--- config.mk ---
export PLATFORM = sky130hd
export DESIGN_NAME = pipeline_stall_ctrl_flat
export DESIGN_NICKNAME = d
export VERILOG_FILES = /design/src/rtl/pipeline_stall_ctrl_if.sv /design/src/rtl/pipeline_stall_ctrl.sv /design/src/flat_wrapper.sv
export SDC_FILE = /design/constraint.sdc
export NUM_CORES = 1
export LEC_CHECK = 0
export BUFFER_PORTS_ARGS = -buffer_cell sky130_fd_sc_hd__buf_2
export CAP_MARGIN = 20
export CELL_PAD_IN_SITES_DETAIL_PLACEMENT = 0
export CELL_PAD_IN_SITES_GLOBAL_PLACEMENT = 1
export CORE_ASPECT_RATIO = 1.5
export CORE_MARGIN = 3
export CORE_UTILIZATION = 40
export CTS_CLUSTER_SIZE = 25
export DETAILED_ROUTE_END_ITERATION = 10
export PLACE_DENSITY = 0.9
export SYNTH_ARGS = -nofsm -noshare
export SYNTH_HDL_FRONTEND = slang
export SYNTH_SLANG_ARGS = --single-unit
--- constraint.sdc ---
create_clock -name clk -period 5.5 [get_ports clk]
set_input_delay 1.1 -clock clk [delete_from_list [all_inputs] [get_ports clk]]
set_output_delay 1.1 -clock clk [all_outputs]
set_load 0.01 [all_outputs]
--- src/rtl/pipeline_stall_ctrl_if.sv ---
// Handshake bundle between the pipeline datapath and the stall/flush sequencer.
// The slave side is the sequencer; the master side is the datapath (or a bench).
interface pipeline_stall_ctrl_if #(
    parameter int CNT_W = 16
);
    logic             MemRead_EX;
    logic             RegWrite_EX;
    logic [4:0]       rt_EX;
    logic [4:0]       rd_EX;
    logic [4:0]       rs_ID;
    logic [4:0]       rt_ID;
    logic             Branch_ID;
    logic             MulDiv_ID;
    logic             branch_taken_EX;

    logic             PC_write;
    logic             IFID_write;
    logic             IFID_flush;
    logic             IDEX_flush;
    logic             mdu_start;
    logic [CNT_W-1:0] stall_cycles;

    modport slave (
        input  MemRead_EX, RegWrite_EX, rt_EX, rd_EX, rs_ID, rt_ID,
               Branch_ID, MulDiv_ID, branch_taken_EX,
        output PC_write, IFID_write, IFID_flush, IDEX_flush, mdu_start,
               stall_cycles
    );

    modport master (
        output MemRead_EX, RegWrite_EX, rt_EX, rd_EX, rs_ID, rt_ID,
               Branch_ID, MulDiv_ID, branch_taken_EX,
        input  PC_write, IFID_write, IFID_flush, IDEX_flush, mdu_start,
               stall_cycles
    );
endinterface

--- src/rtl/pipeline_stall_ctrl.sv ---
// Stall/flush sequencer for the 5-stage pipeline: hazard stalls, branch
// resolution, mul/div occupancy and a saturating stall-cycle counter.
//
// state      | meaning
// -----------+-----------------------------------------------------------
// RUN        | normal issue; data hazards stall, branch/mul-div launch
// BR_RESOLVE | branch sits in EX; flush IF/ID and ID/EX when taken
// MD_BUSY    | mul/div occupies the pipe; stall until md_cnt reaches 1
module pipeline_stall_ctrl #(
    parameter int MD_LAT = 8,
    parameter int CNT_W  = 16
) (
    input  logic                  clk,
    input  logic                  reset,
    pipeline_stall_ctrl_if.slave  bus
);

    typedef enum logic [1:0] {
        RUN        = 2'd0,
        BR_RESOLVE = 2'd1,
        MD_BUSY    = 2'd2
    } state_t;

    localparam logic [7:0]       MD_LAT_V = 8'(MD_LAT);
    localparam logic [CNT_W-1:0] CNT_MAX  = '1;

    state_t           state;
    state_t           state_nxt;
    logic [7:0]       md_cnt;
    logic [7:0]       md_cnt_nxt;
    logic [CNT_W-1:0] stall_cnt;

    logic lu_hz;
    logic br_hz;
    logic data_hz;

    logic pc_write;
    logic ifid_write;
    logic ifid_flush;
    logic idex_flush;
    logic mdu_start;

    // Register $0 is hardwired to zero, so it never carries a dependency.
    assign lu_hz = bus.MemRead_EX && (bus.rt_EX != 5'd0) &&
                   ((bus.rt_EX == bus.rs_ID) || (bus.rt_EX == bus.rt_ID));
    assign br_hz = bus.Branch_ID && bus.RegWrite_EX && (bus.rd_EX != 5'd0) &&
                   ((bus.rd_EX == bus.rs_ID) || (bus.rd_EX == bus.rt_ID));
    assign data_hz = lu_hz || br_hz;

    always_comb begin
        state_nxt  = state;
        md_cnt_nxt = md_cnt;
        pc_write   = 1'b1;
        ifid_write = 1'b1;
        ifid_flush = 1'b0;
        idex_flush = 1'b0;
        mdu_start  = 1'b0;

        case (state)
            RUN: begin
                if (data_hz) begin
                    pc_write   = 1'b0;
                    ifid_write = 1'b0;
                    idex_flush = 1'b1;
                end else if (bus.Branch_ID) begin
                    state_nxt = BR_RESOLVE;
                end else if (bus.MulDiv_ID) begin
                    mdu_start  = 1'b1;
                    md_cnt_nxt = MD_LAT_V;
                    state_nxt  = MD_BUSY;
                end
            end
            BR_RESOLVE: begin
                if (bus.branch_taken_EX) begin
                    ifid_flush = 1'b1;
                    idex_flush = 1'b1;
                end
                state_nxt = RUN;
            end
            MD_BUSY: begin
                pc_write   = 1'b0;
                ifid_write = 1'b0;
                idex_flush = 1'b1;
                md_cnt_nxt = md_cnt - 8'd1;
                // <= 1 also releases a corrupted zero count instead of wrapping
                if (md_cnt <= 8'd1) begin
                    state_nxt = RUN;
                end
            end
            default: begin
                state_nxt = RUN;
            end
        endcase

        if (reset) begin
            pc_write   = 1'b1;
            ifid_write = 1'b1;
            ifid_flush = 1'b0;
            idex_flush = 1'b0;
            mdu_start  = 1'b0;
        end
    end

    always_ff @(posedge clk) begin
        if (reset) begin
            state     <= RUN;
            md_cnt    <= 8'd0;
            stall_cnt <= '0;
        end else begin
            state  <= state_nxt;
            md_cnt <= md_cnt_nxt;
            if (!pc_write && (stall_cnt != CNT_MAX)) begin
                stall_cnt <= stall_cnt + 1'b1;
            end
        end
    end

    assign bus.PC_write     = pc_write;
    assign bus.IFID_write   = ifid_write;
    assign bus.IFID_flush   = ifid_flush;
    assign bus.IDEX_flush   = idex_flush;
    assign bus.mdu_start    = mdu_start;
    assign bus.stall_cycles = stall_cnt;

endmodule

--- src/flat_wrapper.sv ---
// flat-port wrapper written by rule: the top's interface ports become plain ports
module pipeline_stall_ctrl_flat 
#(
    parameter int MD_LAT = 8,
    parameter int CNT_W  = 16
)
  (clk, reset, bus_MemRead_EX, bus_RegWrite_EX, bus_rt_EX, bus_rd_EX, bus_rs_ID, bus_rt_ID, bus_Branch_ID, bus_MulDiv_ID, bus_branch_taken_EX, bus_PC_write, bus_IFID_write, bus_IFID_flush, bus_IDEX_flush, bus_mdu_start, bus_stall_cycles);
  pipeline_stall_ctrl_if #(.CNT_W(CNT_W)) bus_i ();
  input  logic clk;
  input  logic reset;
  input wire logic [$bits(bus_i.MemRead_EX)-1:0] bus_MemRead_EX;
  input wire logic [$bits(bus_i.RegWrite_EX)-1:0] bus_RegWrite_EX;
  input wire logic [$bits(bus_i.rt_EX)-1:0] bus_rt_EX;
  input wire logic [$bits(bus_i.rd_EX)-1:0] bus_rd_EX;
  input wire logic [$bits(bus_i.rs_ID)-1:0] bus_rs_ID;
  input wire logic [$bits(bus_i.rt_ID)-1:0] bus_rt_ID;
  input wire logic [$bits(bus_i.Branch_ID)-1:0] bus_Branch_ID;
  input wire logic [$bits(bus_i.MulDiv_ID)-1:0] bus_MulDiv_ID;
  input wire logic [$bits(bus_i.branch_taken_EX)-1:0] bus_branch_taken_EX;
  output wire logic [$bits(bus_i.PC_write)-1:0] bus_PC_write;
  output wire logic [$bits(bus_i.IFID_write)-1:0] bus_IFID_write;
  output wire logic [$bits(bus_i.IFID_flush)-1:0] bus_IFID_flush;
  output wire logic [$bits(bus_i.IDEX_flush)-1:0] bus_IDEX_flush;
  output wire logic [$bits(bus_i.mdu_start)-1:0] bus_mdu_start;
  output wire logic [$bits(bus_i.stall_cycles)-1:0] bus_stall_cycles;
  assign bus_i.MemRead_EX = bus_MemRead_EX;
  assign bus_i.RegWrite_EX = bus_RegWrite_EX;
  assign bus_i.rt_EX = bus_rt_EX;
  assign bus_i.rd_EX = bus_rd_EX;
  assign bus_i.rs_ID = bus_rs_ID;
  assign bus_i.rt_ID = bus_rt_ID;
  assign bus_i.Branch_ID = bus_Branch_ID;
  assign bus_i.MulDiv_ID = bus_MulDiv_ID;
  assign bus_i.branch_taken_EX = bus_branch_taken_EX;
  assign bus_PC_write = bus_i.PC_write;
  assign bus_IFID_write = bus_i.IFID_write;
  assign bus_IFID_flush = bus_i.IFID_flush;
  assign bus_IDEX_flush = bus_i.IDEX_flush;
  assign bus_mdu_start = bus_i.mdu_start;
  assign bus_stall_cycles = bus_i.stall_cycles;
  pipeline_stall_ctrl #(.MD_LAT(MD_LAT), .CNT_W(CNT_W)) u_core (.clk(clk), .reset(reset), .bus(bus_i));
endmodule
* Word level (Yosys, flattened, before mapping)
Cells that the tools add are included.
** Word-level totals
- Word-level logic and storage cells :: 57
- Bits of input ports :: 27
- Register bits after elaboration :: 26
** Operators by class
- $lt $le $gt $ge :: 1
- Eq/ne operators :: 12
- $add $sub $neg :: 2
- Reduce and logical (&&, ||, !) cells :: 16
- Muxes and demuxes :: 23
** Operators with widths (number)
- $mux W8 :: 3
- $eq A5 B5 Y1 :: 4
- $add A16 B1 Y16 const B :: 1
- $ne A16 B16 Y1 const B :: 1
- $pmux W8 S2 :: 1
- $mux W1 :: 12
- $reduce_bool A5 Y1 :: 2
- $le A8 B1 Y1 const B :: 1
- $mux W2 :: 4
- $sub A8 B1 Y8 const B :: 1
- $logic_and A1 B1 Y1 :: 6
- $ne A2 B2 Y1 const B :: 3
- $pmux W2 S2 :: 1
- $reduce_and A4 Y1 :: 1
- $logic_or A1 B1 Y1 :: 3
- $ne A3 B3 Y1 const B :: 1
- $pmux W1 S3 :: 1
- $reduce_and A3 Y1 :: 1
- $eq A2 B1 Y1 const B :: 1
- $eq A2 B2 Y1 const B :: 1
- $logic_not A2 Y1 :: 1
- $ne A2 B1 Y1 const B :: 1
- $pmux W1 S2 :: 1
- $reduce_bool A2 Y1 :: 1
- $logic_not A1 Y1 :: 1

* Longest topological paths before layout
- Depth in word-level cells :: 9
- Mapped depth :: 9
- Mapped depth without buffers :: 7

* Worst setup path before layout
OpenSTA, ideal clock, no wires.
- Path kind :: input-to-output
- Start :: input port bus_rt_EX[0]
- End :: output port bus_PC_write
- Data arrival time :: 2.593 ns
- Slack :: 1.807 ns
- Stages :: 5
- Buffers on the path :: 1
- Data required time :: 4.400 ns
- Cells stage by stage :: or4_1 -> o21a_1 -> a221o_1 -> nand3_1 -> buf_4
** On the way
- Cells in the longest elaborated chain, start to end :: 7
** Ends and longest elaborated chain
- from (decl) :: line flat_wrapper.sv:13 : input wire logic [$bits(bus_i.rt_EX)-1:0] bus_rt_EX;
- $eq A5 B5 Y1 or $reduce_bool A5 Y1 (tied branches) :: line pipeline_stall_ctrl.sv:45, pipeline_stall_ctrl.sv:44
- $logic_or A1 B1 Y1 or $logic_and A1 B1 Y1 (tied branches) :: line pipeline_stall_ctrl.sv:45, pipeline_stall_ctrl.sv:44
- $logic_and A1 B1 Y1 * :: line pipeline_stall_ctrl.sv:44 : assign lu_hz = bus.MemRead_EX && (bus.rt_EX != 5'd0) &&
- $logic_or A1 B1 Y1 * :: line pipeline_stall_ctrl.sv:48 : assign data_hz = lu_hz || br_hz;
- $mux W1 *
- $pmux W1 S2 *
- $mux W1 *
- to (decl) :: line flat_wrapper.sv:20 : output wire logic [$bits(bus_i.PC_write)-1:0] bus_PC_write;
Every way passes the cells marked *; elsewhere a longest branch is shown, timed or not.

* Worst setup path after layout
- Start :: input port bus_rt_EX[0]
- End :: output port bus_IDEX_flush
** On the way
- Cells in the longest elaborated chain, start to end :: 7
** Ends and longest elaborated chain
- $eq A5 B5 Y1 or $reduce_bool A5 Y1 (tied branches) :: line pipeline_stall_ctrl.sv:45, pipeline_stall_ctrl.sv:44
- $logic_or A1 B1 Y1 or $logic_and A1 B1 Y1 (tied branches) :: line pipeline_stall_ctrl.sv:45, pipeline_stall_ctrl.sv:44
- $logic_and A1 B1 Y1 * :: line pipeline_stall_ctrl.sv:44
- $logic_or A1 B1 Y1 * :: line pipeline_stall_ctrl.sv:48
- $mux W1 * :: line pipeline_stall_ctrl.sv:61 : if (data_hz) begin
- $pmux W1 S3 * :: line pipeline_stall_ctrl.sv:59 : case (state)
- $mux W1 * :: line pipeline_stall_ctrl.sv:95 : if (reset) begin
- to (decl) :: line flat_wrapper.sv:23 : output wire logic [$bits(bus_i.IDEX_flush)-1:0] bus_IDEX_flush;
Marks and branches as above.

==> impl_metrics.csv <==
group,metric,value,unit
placed_design,io_buffers,47,
sta,drv_slew,0,
synth,synth_area_leaders,"dfxtp_1 32%, xnor2_1 11%, nand3_1 5.5%",
grt,grt_pass1_wl,7.01,mm
synth,synth_common_cells,"26 x dfxtp_1, 20 x xnor2_1, 18 x nand3_1",
critical_path,path_class,"in2out",
synth,ys_types,40,
critical_path,arrival,2.86,ns
sta,maxSlewHeadroom,35.0,%
synth,synth_fp_nets,229,
flow_run,drv_cap,0,
power,peakVddDrop,0.165,mV
critical_path,r2r-end,"u_core.bus.stall_cycles[11]",
clocking,postCtsHoldBufs,0,
synth,postSynthCellCount,199,
sta,fin_skew,0.00320,ns
clocking,cts.sinks,26,
final_layout,syn2layout_area_growth,17.8,%
synth,synth_top_area_share,31.5,%
synth,synth_most_common_cell,"dfxtp_1",
sta,setup_viol,0,
synth,yosysWarningCount,0,
sta,tns,0,ns
synth,synthAdderAreaFrac,2.27,%
placed_design,gp_congestion,0.826,
power,p_sw_share,30.6,%
floorplan,die_height,84.7,um
power,switchingPower,0.132,mW
final_layout,nets,272,
floorplan,die_w,58.5,um
final_layout,final_cell_area,1950,sq um
drt,ant_nets,0,
synth,synth_xor_area_share,10.6,%
clocking,root_buffer,"clkbuf_8",
power,p_leak,0.757,nW
clocking,ctsHtreeMaxLevel,1,
synth,ys_ff_latch,26,
drt,drc_errors,0,
placed_design,place_area,1890,sq um
power,power_density,222,nW/um^2
drt,wl_met3,160,um
sta,rsz0062_at_grt,"no",
synth,synth_top_family_by_area,"simple AND/OR/NAND/NOR gates",
min_path,hold_depth,1,
clocking,cts_buffers,3,
critical_path,cp-end-kind,"output port",
synth,synth_compound_area_share,23.8,%
clocking,cts_tree,"done",
grt,overflow,0,
critical_path,crit_fanout,6,
clocking,cts_resized,0,
outcome,outcome,"finished clean",
synth,syn_area,1650,sq um
synth,yosysSeqAreaShare,31.5,%
final_layout,drive_gt1_share,23.2,%
power,p_seq_share,47.4,%
power,cellInternalPower,0.300,mW
drt,top_layer_used,"met4",
drt,first_pass_iters,4,
synth,muxShareOfSynthArea,1.82,%
drt,first_iter_violations,50,
sta,finalCriticalPeriod,3.96,ns
critical_path,crit_required,4.40,ns
floorplan,ios,48,
clocking,clkTransAtPathRegs,0.09,ns
drt,routed_wl,4.23,mm
grt,grt_pass1_vias,1600,
clocking,clk_latency,0.27,ns
drt,drt-met1-wl,1.76,mm
drt,detail_route.wl_per_cell,14.8,um
power,clock_power_share,29.2,%
floorplan,start_util,41.7,%
clocking,cts_setup_buffers,0,
synth,syn_area_per_cell,8.30,sq um
floorplan,rows,28,
synth,synth_top_area_cell,"dfxtp_1",
clocking,cts_buffer_depth,2,
sta,final_hold_viol_count,0,
sta,timing.final.crit_share,72.0,%
synth,synth-async-reset-ratio,0,%
synth,synthFlopType,"dfxtp_1",
final_layout,post-route-util,49.1,%
grt,grt_max_degree,26,
drt,dr_total_vias,1682,
critical_path,r2r_slack,3.10,ns
placed_design,place_hpwl,3.20,mm
drt,viasPerCell,5.88,
sta,tightest_slew,0.975,ns
min_path,min_to,"u_core.md_cnt[7]",
critical_path,startpoint_type,"primary input",
floorplan,dieArea,4950,sq um
grt,antenna_found_initial,0,
critical_path,worstReg2RegStart,"u_core.bus.stall_cycles[0]",
min_path,holdCritPathClass,"reg2reg",
drt,wl_met2,2.21,mm
final_layout,antenna_cells,0,
synth,synth_simple_gate_area_share,25.2,%
grt,grtUsageTotal,17.4,%
floorplan,core-area,3960,sq um
synth,synth_edf_count,0,
power,p_comb_share,23.3,%
min_path,holdCritStartpoint,"u_core.md_cnt[7]",
sta,fmax,253,MHz
critical_path,rr_worst_depth,7,
==> how the worst max path moves through the flow <==
stage | startpoint | endpoint | slack, ns
3_3_place_gp | bus_rt_EX[0] | bus_IDEX_flush | 1.57
2_1_floorplan | bus_rt_EX[0] | bus_PC_write | 1.81
5_1_grt | bus_rt_EX[0] | bus_IDEX_flush | 1.43
4_1_cts | bus_rt_EX[0] | bus_IDEX_flush | 1.53
3_5_place_dp | bus_rt_EX[0] | bus_IDEX_flush | 1.53
6_report | bus_rt_EX[0] | bus_IDEX_flush | 1.54
==> state kept, by name, indices dropped and copies added (netlist names) <==
register / count
u_core.md_cnt: 8
u_core.bus.stall_cycles: 16
u_core.state: 2
==> cells in the final DEF, fill, tap and decap left out, types with 3 or more instances in the layout <==
| cell type | count |
|---|---|
| nor2_1 | 5 |
| nor4_1 | 3 |
| nand3_1 | 18 |
| dfxtp_1 | 26 |
| ha_1 | 3 |
| buf_2 | 47 |
| nor3_1 | 6 |
| inv_1 | 7 |
| a21oi_1 | 14 |
| and3_1 | 3 |
| xnor2_1 | 20 |
| clkbuf_8 | 4 |
| a31oi_1 | 4 |
| o21ai_0 | 5 |
| nand2_1 | 17 |
| mux2i_1 | 3 |
| or4_1 | 9 |
| or3_1 | 9 |
| o31ai_1 | 11 |
==> worst max-delay path: stages <==
cell and delay [ns]:
buf_2 0.12, or4_1 0.55, o21a_1 0.24, a221o_1 0.45, nand3_1 0.19, nand2_1 0.07
buf_2 0.14
==> cell type report <==
| class | instances | area, sq um |
|---|---|---|
| Inverter | 7 | 26.3 |
| Fill cell | 421 | 2010 |
| Sequential cell | 26 | 520 |
| Clock buffer | 4 | 55.1 |
| Multi-Input combinational cell | 157 | 1050 |
| Tap cell | 45 | 56.3 |
| Timing Repair Buffer | 47 | 235 |
==> routing by layer <==
metal | global-route usage (%) | vias to the layer above
met2 | 30.1 | 34
li1 | - | 840
met3 | 2.31 | 9
met4 | 7.17 | 0
met5 | 0 | -
met1 | 21.1 | 799
==> through the flow <==
step           power (mW)  hold slack [ns]  setup WS, ns  std cells
2_1_floorplan       0.281            0.425          1.81        199
3_5_place_dp        0.310            0.448          1.53        282
4_1_cts             0.436            0.461          1.53        286
3_3_place_gp        0.309            0.445          1.57        282
6_report            0.433            0.460          1.54        286
5_1_grt             0.455            0.482          1.43        286
==> power by group through the flow <==
stage | clock network (mW) | logic (mW) | registers (mW)
4_1_cts | 0.129 | 0.101 | 0.205
3_5_place_dp | 0 | 0.101 | 0.210
2_1_floorplan | 0 | 0.0750 | 0.206
5_1_grt | 0.136 | 0.112 | 0.207
3_3_place_gp | 0 | 0.100 | 0.209
6_report | 0.126 | 0.101 | 0.205
==> kinds of logic after synthesis <==
group / after synthesis
adders and majority gates: 3
buffers and inverters: 16
AOI/OAI and AO/OA: 54
DFF: 26
xor gates and xnor gates: 20
and+or+nand+nor: 77
muxes: 3
No activity file was read; power rests on OpenSTA's default activity.
